$ cat config.mk
export PLATFORM = sky130hd
export DESIGN_NAME = aoi21_pipe_bank
export DESIGN_NICKNAME = d
export VERILOG_FILES = /design/src/rtl/aoi21_pipe_pkg.sv /design/src/rtl/aoi21_pipe_stage.sv /design/src/rtl/aoi21_pipe_bank.sv
export SDC_FILE = /design/constraint.sdc
export NUM_CORES = 1
export LEC_CHECK = 0
export ABC_AREA = 1
export BUFFER_PORTS_ARGS = -buffer_cell sky130_fd_sc_hd__buf_4
export CORE_MARGIN = 5
export CORE_UTILIZATION = 54
export CTS_CLUSTER_DIAMETER = 100
export DETAILED_ROUTE_END_ITERATION = 7
export PLACE_DENSITY = 0.77
export RECOVER_POWER = 25
export SETUP_SLACK_MARGIN = 0.15
export SYNTH_ARGS = -nofsm -noshare
export SYNTH_HDL_FRONTEND = slang
export SYNTH_HIERARCHICAL = 1
export SYNTH_SLANG_ARGS = --single-unit
$ cat constraint.sdc
create_clock -name CK -period 5 [get_ports CK]
set_input_delay 1 -clock CK [delete_from_list [all_inputs] [get_ports CK]]
set_output_delay 1 -clock CK [all_outputs]
set_load 0.01 [all_outputs]
$ cat src/rtl/aoi21_pipe_pkg.sv
`default_nettype none
// ============================================================================
// Module   : aoi21_pipe_pkg
// Brief    : Shared mode encodings and evaluation helpers for aoi21_pipe_bank.
// Revision : 1.0 - initial release
// ============================================================================
package aoi21_pipe_pkg;

    localparam logic MODE_AOI21 = 1'b0;
    localparam logic MODE_OAI21 = 1'b1;

    // Widest slice count supported by the bank; popcount works on this width.
    localparam int c_MAX_WIDTH = 64;
    localparam int c_POP_W     = 7;

    function automatic logic aoi_eval(input logic mode, input logic a,
                                      input logic b1, input logic b2);
        logic res;
        case (mode)
            MODE_AOI21: res = ~(a | (b1 & b2));
            default:    res = ~(a & (b1 | b2));
        endcase
        return res;
    endfunction

    function automatic logic [c_POP_W-1:0] popcount(input logic [c_MAX_WIDTH-1:0] vec);
        logic [c_POP_W-1:0] cnt;
        cnt = '0;
        for (int i = 0; i < c_MAX_WIDTH; i++) begin
            cnt = cnt + {{(c_POP_W-1){1'b0}}, vec[i]};
        end
        return cnt;
    endfunction

endpackage
`default_nettype wire

$ cat src/rtl/aoi21_pipe_stage.sv
`default_nettype none
// ============================================================================
// Module   : aoi21_pipe_stage
// Brief    : One elastic valid/ready register stage, async active-low reset.
// Revision : 1.0 - initial release
// ============================================================================
module aoi21_pipe_stage #(
    parameter int WIDTH = 8
) (
    input  logic             i_clk,
    input  logic             i_rst_n,
    input  logic [WIDTH-1:0] i_data,
    input  logic             i_valid,
    output logic             o_ready,
    output logic [WIDTH-1:0] o_data,
    output logic             o_valid,
    input  logic             i_ready
);

    logic [WIDTH-1:0] r_data;
    logic             r_valid;
    logic             w_load;

    // Accept when empty or when the held word leaves this same cycle.
    assign o_ready = ~r_valid | i_ready;
    assign w_load  = i_valid & o_ready;

    always_ff @(posedge i_clk or negedge i_rst_n) begin
        if (!i_rst_n) begin
            r_data  <= '0;
            r_valid <= 1'b0;
        end else begin
            if (w_load) begin
                r_data  <= i_data;
                r_valid <= 1'b1;
            end else if (i_ready) begin
                r_valid <= 1'b0;
            end
        end
    end

    assign o_data  = r_data;
    assign o_valid = r_valid;

endmodule
`default_nettype wire

$ cat src/rtl/aoi21_pipe_bank.sv
`default_nettype none
// ============================================================================
// Module   : aoi21_pipe_bank
// Brief    : WIDTH-slice AOI21/OAI21 bank behind an elastic pipeline, with a
//            saturating output-toggle counter.
// Revision : 1.0 - initial release
// ============================================================================
module aoi21_pipe_bank #(
    parameter int WIDTH  = 8,
    parameter int STAGES = 2,
    parameter int CNT_W  = 16
) (
    input  logic             CK,
    input  logic             RN,
    input  logic [WIDTH-1:0] A,
    input  logic [WIDTH-1:0] B1,
    input  logic [WIDTH-1:0] B2,
    input  logic             MODE,
    input  logic             IN_VALID,
    output logic             IN_READY,
    output logic [WIDTH-1:0] ZN,
    output logic             OUT_VALID,
    input  logic             OUT_READY,
    input  logic             TGL_CLR,
    output logic [CNT_W-1:0] TGL_CNT
);

    import aoi21_pipe_pkg::*;

    localparam int             c_SUM_W   = 40;
    localparam logic [c_SUM_W-1:0] c_CNT_MAX = (40'd1 << CNT_W) - 40'd1;

    logic [WIDTH-1:0] w_eval;
    logic [WIDTH-1:0] w_data  [STAGES+1];
    logic             w_valid [STAGES+1];
    logic             w_ready [STAGES+1];

    for (genvar i = 0; i < WIDTH; i++) begin : g_slice
        assign w_eval[i] = aoi_eval(MODE, A[i], B1[i], B2[i]);
    end

    assign w_data[0]       = w_eval;
    assign w_valid[0]      = IN_VALID;
    assign w_ready[STAGES] = OUT_READY;

    for (genvar s = 0; s < STAGES; s++) begin : g_stage
        aoi21_pipe_stage #(
            .WIDTH (WIDTH)
        ) u_stage (
            .i_clk   (CK),
            .i_rst_n (RN),
            .i_data  (w_data[s]),
            .i_valid (w_valid[s]),
            .o_ready (w_ready[s]),
            .o_data  (w_data[s+1]),
            .o_valid (w_valid[s+1]),
            .i_ready (w_ready[s+1])
        );
    end

    assign IN_READY  = w_ready[0];
    assign ZN        = w_data[STAGES];
    assign OUT_VALID = w_valid[STAGES];

    logic [WIDTH-1:0]       r_prev;
    logic [CNT_W-1:0]       r_cnt;
    logic                   w_out_hs;
    logic [c_MAX_WIDTH-1:0] w_diff;
    logic [c_SUM_W-1:0]     w_sum;
    logic [CNT_W-1:0]       w_cnt_next;

    assign w_out_hs = OUT_VALID & OUT_READY;

    // Sum is formed wide enough that any overflow of CNT_W is visible.
    always_comb begin
        w_diff             = '0;
        w_diff[WIDTH-1:0]  = ZN ^ r_prev;
        w_sum              = '0;
        w_sum[CNT_W-1:0]   = r_cnt;
        w_sum              = w_sum + {{(c_SUM_W-c_POP_W){1'b0}}, popcount(w_diff)};
        w_cnt_next         = (w_sum > c_CNT_MAX) ? c_CNT_MAX[CNT_W-1:0] : w_sum[CNT_W-1:0];
    end

    always_ff @(posedge CK or negedge RN) begin
        if (!RN) begin
            r_prev <= '0;
            r_cnt  <= '0;
        end else begin
            if (w_out_hs) begin
                r_prev <= ZN;
            end
            if (TGL_CLR) begin
                r_cnt <= '0;
            end else if (w_out_hs) begin
                r_cnt <= w_cnt_next;
            end
        end
    end

    assign TGL_CNT = r_cnt;

endmodule
`default_nettype wire

* Word level (Yosys, flattened, before mapping)
Cells that the tools add are included.
** Storage, ports and cells
- Memories :: 0
- Word-level logic and storage cells :: 89
- ROM bits :: 0
- Flip-flop bits (word level) :: 42
- Latch bits :: 0
- Input port bits :: 30
- Bits in writable memories :: 0
** Operators by class
- Multiply operators :: 0
- Reductions and logical operators :: 3
- Eq/ne operators :: 0
- Bitwise gates (word level) :: 56
- Divide/modulo/power cells :: 0
- Magnitude comparators :: 1
- Add/subtract/negate cells :: 8
- Shift operators :: 0
- Multiplexer cells :: 15
** Operators by type and width (number)
- two-way mux 16 bit :: 3
- AND 1 bit :: 19
- inverter 1 bit :: 18
- bitwise OR 1 bit :: 18
- adder 16 x 7 -> 17 bit :: 1
- > comparator 17 x 16 -> 1 bit, second input constant :: 1
- two-way mux 1 bit :: 12
- XOR 8 bit :: 1
- adder 6 x 1 -> 7 bit :: 1
- adder 7 x 1 -> 7 bit :: 1
- adder 5 x 1 -> 6 bit :: 1
- nonzero test 2 bit :: 3
- adder 4 x 1 -> 5 bit :: 1
- adder 3 x 1 -> 4 bit :: 1
- adder 2 x 1 -> 3 bit :: 1
- adder 1 x 1 -> 2 bit :: 1

* Longest topological paths before layout
- Depth in word-level cells :: 13
- Gate-level depth with buffers :: 18
- Mapped depth without buffers :: 18

* Cells and area by module
The synthesis kept the hierarchy.
** By module, submodules not included
- aoi21_pipe_bank :: area each 1829.3 µm², times used 1, cells each 254
- aoi21_pipe_stage :: area each 367.9 µm², times used 2, cells each 39

* Least setup slack after synthesis
No wires, ideal clock.
- Path kind :: register -> register
- Start :: reg g_stage[1].u_stage.r_data[0]
- End :: reg r_cnt[10], in the netlist TGL_CNT[10]
- Setup slack :: 1.045 ns
- Setup time :: 0.117 ns
- Data arrival time :: 3.839 ns
- Stages on the path, launching flop included :: 18
- Cell sequence :: dfrtp_1 -> xor2_1 -> fa_1 -> fa_1 -> inv_1 -> fa_1 -> inv_1 -> fa_1 -> fa_1 -> nand2_1 -> nand3_1 -> nand2_1 -> nor2_4 -> nand3_4 -> buf_6 -> nand3_1 -> nand2_1 -> nand2_1
** Between the ends
- Longest elaborated chain between the ends :: 13
** Ends and longest elaborated chain
- start, declared :: line aoi21_pipe_stage.sv:20 : logic [WIDTH-1:0] r_data;
- start signal, assigned :: line aoi21_pipe_stage.sv:34 : r_data <= i_data;
- XOR 8 bit * :: line aoi21_pipe_bank.sv:77 : w_diff[WIDTH-1:0] = ZN ^ r_prev;
- adder 1 x 1 -> 2 bit * :: line aoi21_pipe_pkg.sv:30 : cnt = cnt + {{(c_POP_W-1){1'b0}}, vec[i]};
- adder 2 x 1 -> 3 bit * :: line aoi21_pipe_pkg.sv:30
- adder 3 x 1 -> 4 bit * :: line aoi21_pipe_pkg.sv:30
- adder 4 x 1 -> 5 bit * :: line aoi21_pipe_pkg.sv:30
- adder 5 x 1 -> 6 bit * :: line aoi21_pipe_pkg.sv:30
- adder 6 x 1 -> 7 bit * :: line aoi21_pipe_pkg.sv:30
- adder 7 x 1 -> 7 bit * :: line aoi21_pipe_pkg.sv:30
- adder 16 x 7 -> 17 bit * :: line aoi21_pipe_bank.sv:80 : w_sum = w_sum + {{(c_SUM_W-c_POP_W){1'b0}}, popcount(w_diff)};
- > comparator 17 x 16 -> 1 bit :: line aoi21_pipe_bank.sv:81 : w_cnt_next = (w_sum > c_CNT_MAX) ? c_CNT_MAX[CNT_W-1:0] : w_sum[CNT_W-1:0];
- two-way mux 16 bit * :: line aoi21_pipe_bank.sv:81
- two-way mux 16 bit * :: line aoi21_pipe_bank.sv:94 : end else if (w_out_hs) begin
- two-way mux 16 bit * :: line aoi21_pipe_bank.sv:92 : if (TGL_CLR) begin
- end signal, assigned :: line aoi21_pipe_bank.sv:95 : r_cnt <= w_cnt_next;
- end, declared :: line aoi21_pipe_bank.sv:66 : logic [CNT_W-1:0] r_cnt;
Mark *: on every way between the ends. The rest lies on a longest branch, timed or not. The select of a mux whose other input is x is not followed.
A chain may end at the register's enable or synchronous reset.

* Final worst setup path
- Start :: reg g_stage[1].u_stage.r_data[0]
- End :: reg r_cnt[7], in the netlist TGL_CNT[7]
Same word-level chain as after synthesis.

==> flow_summary.toml <==
[placement]
gp_congestion = 0.852
place_area_um2 = 2970
port_buffers = 55
post-place-ws_ns = 0.885
dp_hpwl_um = 4380
placed_cells = 432

[detailed_routing]
postRouteWirelength_um = 5710
drt-initial-drc-count = 155
wl_met1_um = 2630
wl_met2_um = 2630
vias = 2291
avgRoutedWirePerCell_um = 13.0
first_pass_iters = 4
vias_per_cell = 5.21
wl_met3_um = 368
drc = 0
antenna_left = 0
dr.max_layer_used = "met4"

[timing]
slew_violations = 43
fmax_mhz = 241
fin_hold_ws_ns = 0.474
worst_slew_pin_slew_ns = 2.17
fin_ws_ns = 0.858
rsz0062_at_grt = "no"
slew_headroom_pct = -44.5
hold_viol = 0
period_share_pct = 82.8
setup_tns_ns = 0
finalClockSkew_ns = 0.00547
final-setup-viol-count = 0
period_needed_ns = 4.14

[pwr]
p_per_area_nw_per_um2 = 489
ir_worst_vdd_mv = 0.264
p_total_mw = 1.50
leakagePower_nw = 1.68

[synth]
postSynthCellCount = 332
synth_cell_type_count = 24
syn_nets = 373
netlist_area_um2 = 2560
ys_ff_latch = 42
yosys_warnings = 6
yosysSeqAreaShare_pct = 41.0
avgSynthCellArea_um2 = 7.73

[clock_tree]
cts_sinks = 42
clk_pin_slew_ns = 0.08
htree_levels = 2
cts_tree = "built"
cts-buffers-inserted = 5
cts_buffer_depth = 2
insertion_delay_ns = 0.30
cts_root_buf = "clkbuf_8"
ctsHoldBuffers = 0
post_cts_buffers = 0
ctsResizeCount = 0

[floorplan]
coreArea_um2 = 4660
die_h_um = 78.9
fp.dieW_um = 78.9
fp.dieArea_um2 = 6230
placementRows = 25
initial_utilization_pct = 55.0
ios = 56

[finish]
layout-drive-gt1-share_pct = 20.5
fillCellCount = 425
final_area_um2 = 3060
seq_area_um2 = 1050
final_cells = 440
utilization_pct = 65.6
fin_nets = 426
final_common_cell = "nand2_1"
multi_input_area_um2 = 1340
area_growth_pct = 19.3
final_cell_mix = "143 x nand2_1, 54 x buf_4, 42 x dfrtp_1"
num_antenna_cells = 0

[grt]
grt_pass1_vias = 2234
grt-ovfl-total = 0
antenna_found_initial = 0
grt_pass1_wl_um = 10200
grt_max_degree = 43
grt_usage_pct = 20.4

[job]
maxCapViolCount = 1

[outcome]
violations = "max-capacitance violations, max-slew violations"
status = "finished, violations left"

[critical_path]
required_ns = 5.18
path_max_fanout = 15
crit_type = "flop to flop"
critPathCaptureType = "flop"
start_kind = "flop"
critical_path_arrival_ns = 4.32

[hold_path]
min_path_type = "flop to flop"
## state kept, by name, summed over array words and instances (netlist names)
register	cells
TGL_CNT	16
g_stage.u_stage/o_data	16
r_prev	8
g_stage.u_stage/o_valid	2
## path summary, 6_finish.rpt
kind,depth (start not counted),slack [ns],endpoint,start
max in group asynchronous,1,2.43,TGL_CNT[15],RN
hold / removal,2,0.47,g_stage[0].u_stage/o_data[7],g_stage[0].u_stage/o_data[7]
min in group asynchronous,1,1.33,r_prev[6],RN
hold reg to reg,2,0.47,g_stage[0].u_stage/o_data[7],g_stage[0].u_stage/o_data[7]
setup / recovery,16,0.86,TGL_CNT[7],g_stage[1].u_stage/o_data[0]
setup reg to reg,16,0.86,TGL_CNT[7],g_stage[1].u_stage/o_data[0]
## Yosys cell counts
library cell / n / area share, %
nand4_1: 1 / 0.24
fa_1: 5 / 3.9
nor2_1: 16 / 2.3
nand3_4: 1 / 0.68
o21ai_1: 1 / 0.19
o21ai_0: 4 / 0.78
o31ai_1: 8 / 2.3
nand2_1: 143 / 21
inv_1: 25 / 3.7
nand3_1: 35 / 6.8
clkbuf_1: 2 / 0.29
dfrtp_1: 42 / 41
xnor2_1: 2 / 0.68
nand3b_1: 4 / 1.2
o21ai_2: 1 / 0.34
ha_1: 6 / 2.9
o211ai_1: 4 / 1.2
clkinv_1: 1 / 0.15
buf_6: 5 / 2.2
nor2_4: 2 / 0.88
buf_2: 2 / 0.39
xor2_1: 8 / 2.7
nand2_2: 6 / 1.5
a31o_2: 8 / 2.7
## worst max-delay path, stage by stage (launching register included)
cell and delay, ns:
dfrtp_1 0.41, xor2_1 0.21, fa_1 0.47, fa_1 0.54
inv_1 0.05, fa_1 0.53, inv_1 0.06, fa_1 0.48
fa_1 0.43, nand2_1 0.11, nand3_1 0.09, nand2_1 0.17
nor2_4 0.06, nand3_4 0.16, o21ai_0 0.13, nand2_1 0.07
nand2_1 0.06
## logic make-up after synthesis
kind of cell / Yosys count / share of synthesized area, %
compound gates: 26 / 7.56
simple gates: 208 / 34.5
xor+xnor: 10 / 3.41
flops: 42 / 41.0
fa+ha+maj: 11 / 6.83
buf+inv: 35 / 6.68
## cell type report
class	count	share of cell area, %
flip-flops and latches	42	34.4
repair buffers	55	13.4
clock inverters	1	0.164
multi-input cells	255	43.9
clock buffers	7	2.82
inverters	26	3.19
well taps	54	2.21
## layer usage
metal / vias to the layer above / global-route usage (%)
met5: - / 0
met4: 0 / 6.53
met3: 8 / 3.85
met2: 72 / 33.6
met1: 1041 / 27.3
li1: 1170 / -
## power breakdown
part	total, mW	leakage (nW)	switching (mW)	internal, mW
registers	0.469	0.546	0.0624	0.406
logic	0.800	1.08	0.455	0.346
clock network	0.226	0.0482	0.115	0.111
total	1.50	1.68	0.632	0.863
Note: power is estimated with default switching activity, not from simulation.
